$ cat config.mk
export PLATFORM = sky130hd
export DESIGN_NAME = fir_sequencer
export DESIGN_NICKNAME = d
export VERILOG_FILES = /design/src/rtl/fir_sequencer.sv
export SDC_FILE = /design/constraint.sdc
export NUM_CORES = 1
export LEC_CHECK = 0
export BUFFER_PORTS_ARGS = -buffer_cell sky130_fd_sc_hd__buf_2
export CORE_ASPECT_RATIO = 0.75
export CORE_MARGIN = 4
export CORE_UTILIZATION = 45
export DETAILED_ROUTE_END_ITERATION = 6
export PLACE_DENSITY = 0.63
export SKIP_LAST_GASP = 1
export SLEW_MARGIN = 20
export SYNTH_ARGS = -nofsm -noshare
export SYNTH_HDL_FRONTEND = slang
export SYNTH_SLANG_ARGS = --single-unit
$ cat constraint.sdc
create_clock -name clk -period 7.05 [get_ports clk]
set_clock_uncertainty 0.05 [all_clocks]
set_input_delay 0.3525 -clock clk [delete_from_list [all_inputs] [get_ports clk]]
set_output_delay 0.3525 -clock clk [all_outputs]
set_load 0.01 [all_outputs]
$ cat src/rtl/fir_sequencer.sv
// Sample-rate controller for the 128-tap serial-MAC FIR: buffers samples, drives
// tap-aligned ready bursts and hands each frame result out on a valid/ready port.
module fir_sequencer #(
   parameter int unsigned WIDTH      = 20,
   parameter int unsigned TAPS       = 128,
   parameter int unsigned FIFO_DEPTH = 4
) (
   input  logic                    clk,
   input  logic                    rst_n,
   input  logic                    enable,
   input  logic signed [WIDTH-1:0] s_data,
   input  logic                    s_valid,
   output logic                    s_ready,
   output logic signed [WIDTH-1:0] m_data,
   output logic                    m_valid,
   input  logic                    m_ready,
   output logic signed [WIDTH-1:0] fir_in,
   output logic                    fir_ready,
   input  logic signed [WIDTH-1:0] fir_out,
   output logic                    busy
);

   localparam int unsigned PH_W = $clog2(TAPS);
   localparam int unsigned AW   = $clog2(FIFO_DEPTH);
   localparam int unsigned CW   = AW + 1;

   typedef enum logic [2:0] {
      S_RESET,
      S_PRIME,
      S_IDLE,
      S_BURST,
      S_CAPTURE
   } state_t;

   state_t                  r_state;
   logic [PH_W-1:0]         r_phase;
   logic signed [WIDTH-1:0] r_mem [FIFO_DEPTH];
   logic [AW-1:0]           r_wr_ptr;
   logic [AW-1:0]           r_rd_ptr;
   logic [CW-1:0]           r_count;
   logic                    r_s_ready;
   logic                    r_m_valid;
   logic signed [WIDTH-1:0] r_m_data;
   logic signed [WIDTH-1:0] r_fir_in;
   logic                    r_fir_ready;
   logic                    r_busy;
   logic                    r_pending;

   state_t                  w_state_nxt;
   logic                    w_push;
   logic                    w_pop;
   logic                    w_load;
   logic                    w_pending_nxt;
   logic                    w_empty;
   logic                    w_out_free;
   logic signed [WIDTH-1:0] w_head;
   logic [CW-1:0]           w_count_nxt;
   logic                    w_s_ready_nxt;
   logic                    w_m_valid_nxt;
   logic signed [WIDTH-1:0] w_m_data_nxt;
   logic signed [WIDTH-1:0] w_fir_in_nxt;
   logic                    w_fir_ready_nxt;
   logic                    w_busy_nxt;

   assign w_push      = s_valid && r_s_ready;
   assign w_empty     = (r_count == '0);
   assign w_out_free  = !r_m_valid || m_ready;
   assign w_head      = r_mem[r_rd_ptr];
   assign w_count_nxt = r_count + CW'(w_push) - CW'(w_pop);

   // Next state plus next values of every registered output
   always_comb begin
      w_state_nxt   = r_state;
      w_pop         = 1'b0;
      w_load        = 1'b0;
      w_pending_nxt = r_pending;
      case (r_state)
         S_RESET: w_state_nxt = S_PRIME;
         S_PRIME: w_state_nxt = S_IDLE;
         S_IDLE: begin
            if (enable && !w_empty) w_state_nxt = S_BURST;
         end
         S_BURST: begin
            if (r_phase == PH_W'(TAPS - 1)) begin
               w_pop         = 1'b1;
               w_load        = w_out_free;
               w_pending_nxt = !w_out_free;
               w_state_nxt   = S_CAPTURE;
            end
         end
         S_CAPTURE: begin
            // A result still waiting on the consumer keeps the filter frozen here
            if (!r_pending || w_out_free) begin
               w_load        = r_pending;
               w_pending_nxt = 1'b0;
               w_state_nxt   = (enable && !w_empty) ? S_BURST : S_IDLE;
            end
         end
         default: w_state_nxt = S_RESET;
      endcase

      w_fir_ready_nxt = (w_state_nxt == S_PRIME) || (w_state_nxt == S_BURST);
      w_fir_in_nxt    = '0;
      if (w_state_nxt == S_BURST) w_fir_in_nxt = (r_state == S_BURST) ? r_fir_in : w_head;
      w_busy_nxt      = (w_state_nxt != S_IDLE) && (w_state_nxt != S_RESET);
      w_s_ready_nxt   = (w_state_nxt != S_RESET) && (w_state_nxt != S_PRIME) &&
                        (w_count_nxt != CW'(FIFO_DEPTH));
      w_m_valid_nxt   = r_m_valid && !m_ready;
      w_m_data_nxt    = r_m_data;
      if (w_load) begin
         w_m_valid_nxt = 1'b1;
         w_m_data_nxt  = fir_out;
      end
   end

   always_ff @(posedge clk or negedge rst_n) begin
      if (!rst_n) begin
         r_state     <= S_RESET;
         r_phase     <= PH_W'(TAPS - 1);
         r_wr_ptr    <= '0;
         r_rd_ptr    <= '0;
         r_count     <= '0;
         r_s_ready   <= 1'b0;
         r_m_valid   <= 1'b0;
         r_m_data    <= '0;
         r_fir_in    <= '0;
         r_fir_ready <= 1'b0;
         r_busy      <= 1'b0;
         r_pending   <= 1'b0;
      end else begin
         r_state     <= w_state_nxt;
         if (r_fir_ready) r_phase <= r_phase + PH_W'(1);
         if (w_push) r_wr_ptr <= r_wr_ptr + AW'(1);
         if (w_pop) r_rd_ptr <= r_rd_ptr + AW'(1);
         r_count     <= w_count_nxt;
         r_s_ready   <= w_s_ready_nxt;
         r_m_valid   <= w_m_valid_nxt;
         r_m_data    <= w_m_data_nxt;
         r_fir_in    <= w_fir_in_nxt;
         r_fir_ready <= w_fir_ready_nxt;
         r_busy      <= w_busy_nxt;
         r_pending   <= w_pending_nxt;
      end
   end

   // Sample storage carries no reset; stale entries are unreachable once pointers clear
   always_ff @(posedge clk) begin
      if (w_push) r_mem[r_wr_ptr] <= s_data;
   end

   assign s_ready   = r_s_ready;
   assign m_valid   = r_m_valid;
   assign m_data    = r_m_data;
   assign fir_in    = r_fir_in;
   assign fir_ready = r_fir_ready;
   assign busy      = r_busy;

endmodule

Yosys cells after proc, flatten, opt, wreduce, memory -nomap -nowiden. Memory sizes are Yosys's and may differ from the RTL's. Index checks and enable logic that the tools add are counted.

$add $sub $neg: 5. Equality and inequality tests: 13. Muxes and demuxes: 18. Reductions and logical operators: 19.

Operator list (count): $mux 20 (2); $pmux 3 s5 (1); $mux 1 (10); $eq 3x2->1 const B (3); $mux 3 (3); $add 7x1->7 const B (1); $eq 7x7->1 const B (1); $eq 3x1->1 const B (2); $logic_and 1x1->1 (6); $logic_not 3->1 (2); $ne 2x2->1 const B (3); $logic_not 1->1 (5); $add 2x1->2 const B (2); $pmux 1 s2 (2); $add 3x1->3 (1); $eq 3x3->1 const B (1); $logic_or 1x1->1 (3); $ne 3x1->1 const B (1); $ne 3x2->1 const B (1); $ne 3x3->1 const B (1); $reduce_and 3->1 (1); $reduce_bool 3->1 (1); $sub 3x1->3 (1); $reduce_bool 2->1 (1).

Bits in writable memories: 80. Input port bits: 45. Memories kept: 1. Flip-flop bits (word level): 62. Output and inout bits: 44. Logic and storage cells: 68.

Memory list: r_mem (words 4, bits a word 20, read ports 1, clocked after Yosys merged registers in 0, wr ports 1, line 37) `logic signed [WIDTH-1:0] r_mem [FIFO_DEPTH];`.

Longest topological paths before layout.
Depth after elaboration: 9. Gate-level depth with buffers: 11. Gate-level depth less buffers: 11.

Worst setup path after synthesis. No wires, ideal clock.

Path type: register to register. Start point: register r_phase[0]. End point: register r_s_ready (netlist: s_ready). Period minus slack after synthesis: 2.555 ns. Required time: 6.871 ns. Arrival time: 2.377 ns. Path buffers: 0. Library setup time: 0.129 ns. Stages on the path, launching flop included: 12. Slack: 4.495 ns. Cell sequence: dfstp_2 ha_1 nand2_1 nor3_4 ha_1 inv_1 ha_1 inv_1 fa_1 xnor2_1 xnor2_1 a31oi_1.

Longest elaborated chain between the ends: 6. Elaborated cells on any way between the ends: 11. Those cells by class: add/sub: 1; eq/ne: 3; mux: 4; reduce/logical: 3.

Ends and longest elaborated chain: start, declared (line 36) `logic [PH_W-1:0] r_phase;`; start signal, assigned (line 119) `r_phase <= PH_W'(TAPS - 1);`; start signal, assigned (line 132) `if (r_fir_ready) r_phase <= r_phase + PH_W'(1);`; $eq 7x7->1 (line 84) `if (r_phase == PH_W'(TAPS - 1)) begin`; $mux 1 (line 84); $mux 1 (line 77) `case (r_state)`; net w_pop (line 51) `logic w_pop;`; $sub 3x1->3 (line 69) `assign w_count_nxt = r_count + CW'(w_push) - CW'(w_pop);`; net w_count_nxt[2] (line 57) `logic [CW-1:0] w_count_nxt;`; $ne 3x3->1 (line 107) `(w_count_nxt != CW'(FIFO_DEPTH));`; $logic_and 1x1->1 (line 106) `w_s_ready_nxt = (w_state_nxt != S_RESET) && (w_state_nxt != S_PRIME) &&`; net w_s_ready_nxt (line 58) `logic w_s_ready_nxt;`; end signal, assigned (line 136) `r_s_ready <= w_s_ready_nxt;`; end, declared (line 41) `logic r_s_ready;`.

The timed path passes the listed nets, and every way through them passes these cells. A chain may end at the register's enable or synchronous reset.

Worst setup path in the final report.
Start point: register r_state[2]. End point: register r_s_ready (netlist: s_ready).

Longest elaborated chain between the ends: 5. Elaborated cells on any way between the ends: 16. Those cells by class: add/sub: 1; eq/ne: 6; mux: 5; reduce/logical: 4.

Ends and longest elaborated chain: start, declared (line 35) `state_t r_state;`; start signal, assigned (line 131) `r_state <= w_state_nxt;`; $eq 3x2->1 (line 77); $mux 1 (line 77); net w_pop (line 51); $sub 3x1->3 (line 69); net w_count_nxt[2] (line 57); $ne 3x3->1 (line 107); $logic_and 1x1->1 (line 106); net w_s_ready_nxt (line 58).

The timed path passes the listed nets, and every way through them passes these cells.

==> results.tsv <==
stage	metric	value	unit
run_status	status	completed	
global_routing	initial antenna violation count	0	
floorplanning	Core Region	0.0119	mm²
timing	Setup TNS	0	ns
pwr	P_leak	0.00282	µW
setup_path	stages on the worst setup path	10	
cts	CTS Buf Count	17	
detailed_routing	router iterations before antenna repair	4	
pwr	Worst VDD drop	0.000181	V
floorplanning	Cell Rows	34	
synth	dominant cell type by area after synthesis	edfxtp_1	
timing	Slew HR	0.283	
setup_path	Top Family by Delay on Critical Path	simple AND/OR/NAND/NOR gates	
global_routing	number of global-route vias before repair	3364	
setup_path	Critical Path, Cell by Cell	nand3b_1 -> nor3_4 -> ha_1 -> inv_1 -> ha_1 -> inv_1 -> fa_1 -> xnor2_1 -> xnor2_1 -> a31oi_1	
synth	top-count cell post-synth	edfxtp_1	
timing	Hold Slack	0.0702	ns
setup_path	Worst path max stage delay	0.85	ns
cts	post-CTS setup buffers	0	
timing	pins over their slew limit	0	
floorplanning	I/O pin count	89	
detailed_routing	Starting DRT DRC Count	127	
synth	register bit count reported by yosys	142	
timing	fin crit share	0.497	
setup_path	CP Data Arrival Time	3.74	ns
timing	Final Hold Vio Count	0	
synth	compound-gate portion of the synthesized area	0.0298	
floorplanning	die height	104	µm
place	DP Wirelength	6830	µm
cts	Post-CTS Resized	0	
synth	simple-gate share of the synthesized area	0.0687	
detailed_routing	residual DRC count	0	
layout	layout net count	484	
synth	Post-Syn Area	0.00558	mm²
layout	share of cells above drive strength 1	0.408	
timing	worst slew pin tran	1.07	ns
hold_path	Hold WC Path Type	in2async	
setup_path	critical path endpoint category	register	
detailed_routing	WL/cell	17.7	µm
global_routing	GRT Total Usage	0.166	
cts	CTS Root Cell	clkbuf_16	
cts	# hold bufs at CTS	0	
setup_path	Required @ worst endpoint	7.29	ns
detailed_routing	DRT antenna net count	0	
cts	clk sinks	142	
cts	Max clock buf depth	2	
synth	Synth Area in Adders	0.0193	
synth	synth top area cells	edfxtp_1 43%, dfrtp_1 25%, mux4_2 8.1%, mux2_4 5.4%, dfstp_2 3.3%	
detailed_routing	vias post-DR	3073	
setup_path	Worst Path Buf+Inv	2	
detailed_routing	post-DR vias/cell	5.07	
place	placed cells	574	
setup_path	CP max FO	21	
global_routing	pin count of the biggest net entering global routing	63	
setup_path	Setup CP Type	reg2reg	
synth	Synth Area in XOR/XNOR	0.0173	
layout	Area Overhead vs Synth	22.3	%
floorplanning	Die X	137	µm
pwr	cell area power density	312	mW/mm²
timing	Final WS setup	3.55	ns
global_routing	first-pass GRT wire length	17900	µm
synth	Mapped Avg Cell Area	17.0	µm²
setup_path	Reg2Reg Depth	10	
timing	fmax	286	MHz
floorplanning	DIE AREA	0.0143	mm²
floorplanning	Initial Utilization	0.470	
synth	mux cell area share after synthesis	0.139	
synth	Net Count, Synth	382	
synth	post-synthesis sequential area ratio	0.711	
synth	largest family of logic cells by synthesized area	multiplexers	
synth	Synth top area share	0.431	
synth	top_reg_cell synth	edfxtp_1	
place	GPL Wtd Cong	0.729	
place	dpl ws	3.55	ns
synth	post-synthesis cell type count	38	
cts	CTS H-Tree Depth	4	
setup_path	Slowest cell on crit path	nand3b_1	
synth	Synth async-reset ratio	0.437	
cts	clk_lat worst skew	0.41	ns
global_routing	total gr overflow	0	
layout	fin cells	606	
run	Max Cap Viol	0	
timing	unrepaired setup endpoints after global routing	false	
synth	number of synthesized flops with an enable pin	80	
detailed_routing	Routed WL	10800	µm
layout	diode count	0	
cts	CTS clock-pin slew for the worst setup and hold paths	0.06	ns
synth	Cells after Synth	329	
timing	Tmin final	3.50	ns
setup_path	Worst setup SP type	register	
timing	Final setup viols	0	
synth	Synth top cells by count	80 x edfxtp_1, 55 x dfrtp_1, 48 x nand2_1	
place	port buffer count	88	
synth	yosys warns	0	
cts	CTS tree	done	
## registers in the layout, summed over array words and instances (netlist names)
name / flops
r_wr_ptr: 2
m_valid: 1
fir_in: 20
r_mem: 80
r_count: 3
r_pending: 1
m_data: 20
s_ready: 1
r_state: 3
r_rd_ptr: 2
busy: 1
r_phase: 7
fir_ready: 1
## layout make-up
class / count / area (µm²)
clock buffers: 17 / 425
fillers: 925 / 5050
well taps: 162 / 203
flip-flops and latches: 142 / 3960
clock inverters: 15 / 186
multi-input cells: 169 / 1530
inverters: 6 / 22.5
repair buffers: 95 / 493
## power by group
part | switching, µW | internal, µW | leakage (µW) | total [µW]
clock network | 352 | 562 | 0.000294 | 914
registers | 33.7 | 993 | 0.00143 | 1030
logic | 111 | 72.4 | 0.00109 | 184
## cell usage in the layout, fill, tap and decap left out, types with 3 or more instances in the layout
cell,synthesis,routed
buf_2,4,88
edfxtp_1,80,80
dfrtp_1,55,55
nand2_1,48,48
mux2_4,20,20
mux4_2,20,20
a21oi_1,20,20
clkbuf_16,0,17
xnor2_1,7,7
ha_1,7,7
buf_4,0,7
dfstp_2,7,7
nor2_1,6,6
inv_1,6,6
and3_1,5,5
nand3b_1,4,4
xor2_1,4,4
clkinv_4,0,4
nand4_1,3,3
bufinv_16,0,3
inv_6,0,3
## stage by stage
stage	total power [µW]	utilization	area, µm²
2_1_floorplan	1140	-	5580
3_3_place_gp	1220	0.523	6210
3_5_place_dp	1230	0.523	6210
4_1_cts	2150	0.575	6820
5_1_grt	2210	0.575	6820
6_report	2120	0.575	6820
## cell families after synthesis
logic type,after synthesis
adder cells (fa/ha/maj),8
XOR/XNOR,11
AND/OR/NAND/NOR,79
multiplexers,42
AO/OA/AOI/OAI,29
buffers and inverters,18
flip-flops,142
## layer usage
layer	wire length [µm]	global-route usage	share of wire
met5	0	0	0
met4	88	0.0561	0.0082
met3	562	0.0527	0.052
met2	5050	0.252	0.47
met1	5050	0.226	0.47
## path summary, 6_finish.rpt
kind / startpoint / to / slack, ns
max: r_state[2] / s_ready / 3.55
min: rst_n / fir_in[7] / 0.07
max reg2reg: r_state[2] / s_ready / 3.55
min reg2reg: r_rd_ptr[0] / r_rd_ptr[0] / 0.44
max in group asynchronous: rst_n / m_data[11] / 6.34
min in group clk: s_data[16] / r_mem[1][16] / 0.09
Power figures use the tool's default switching activity.
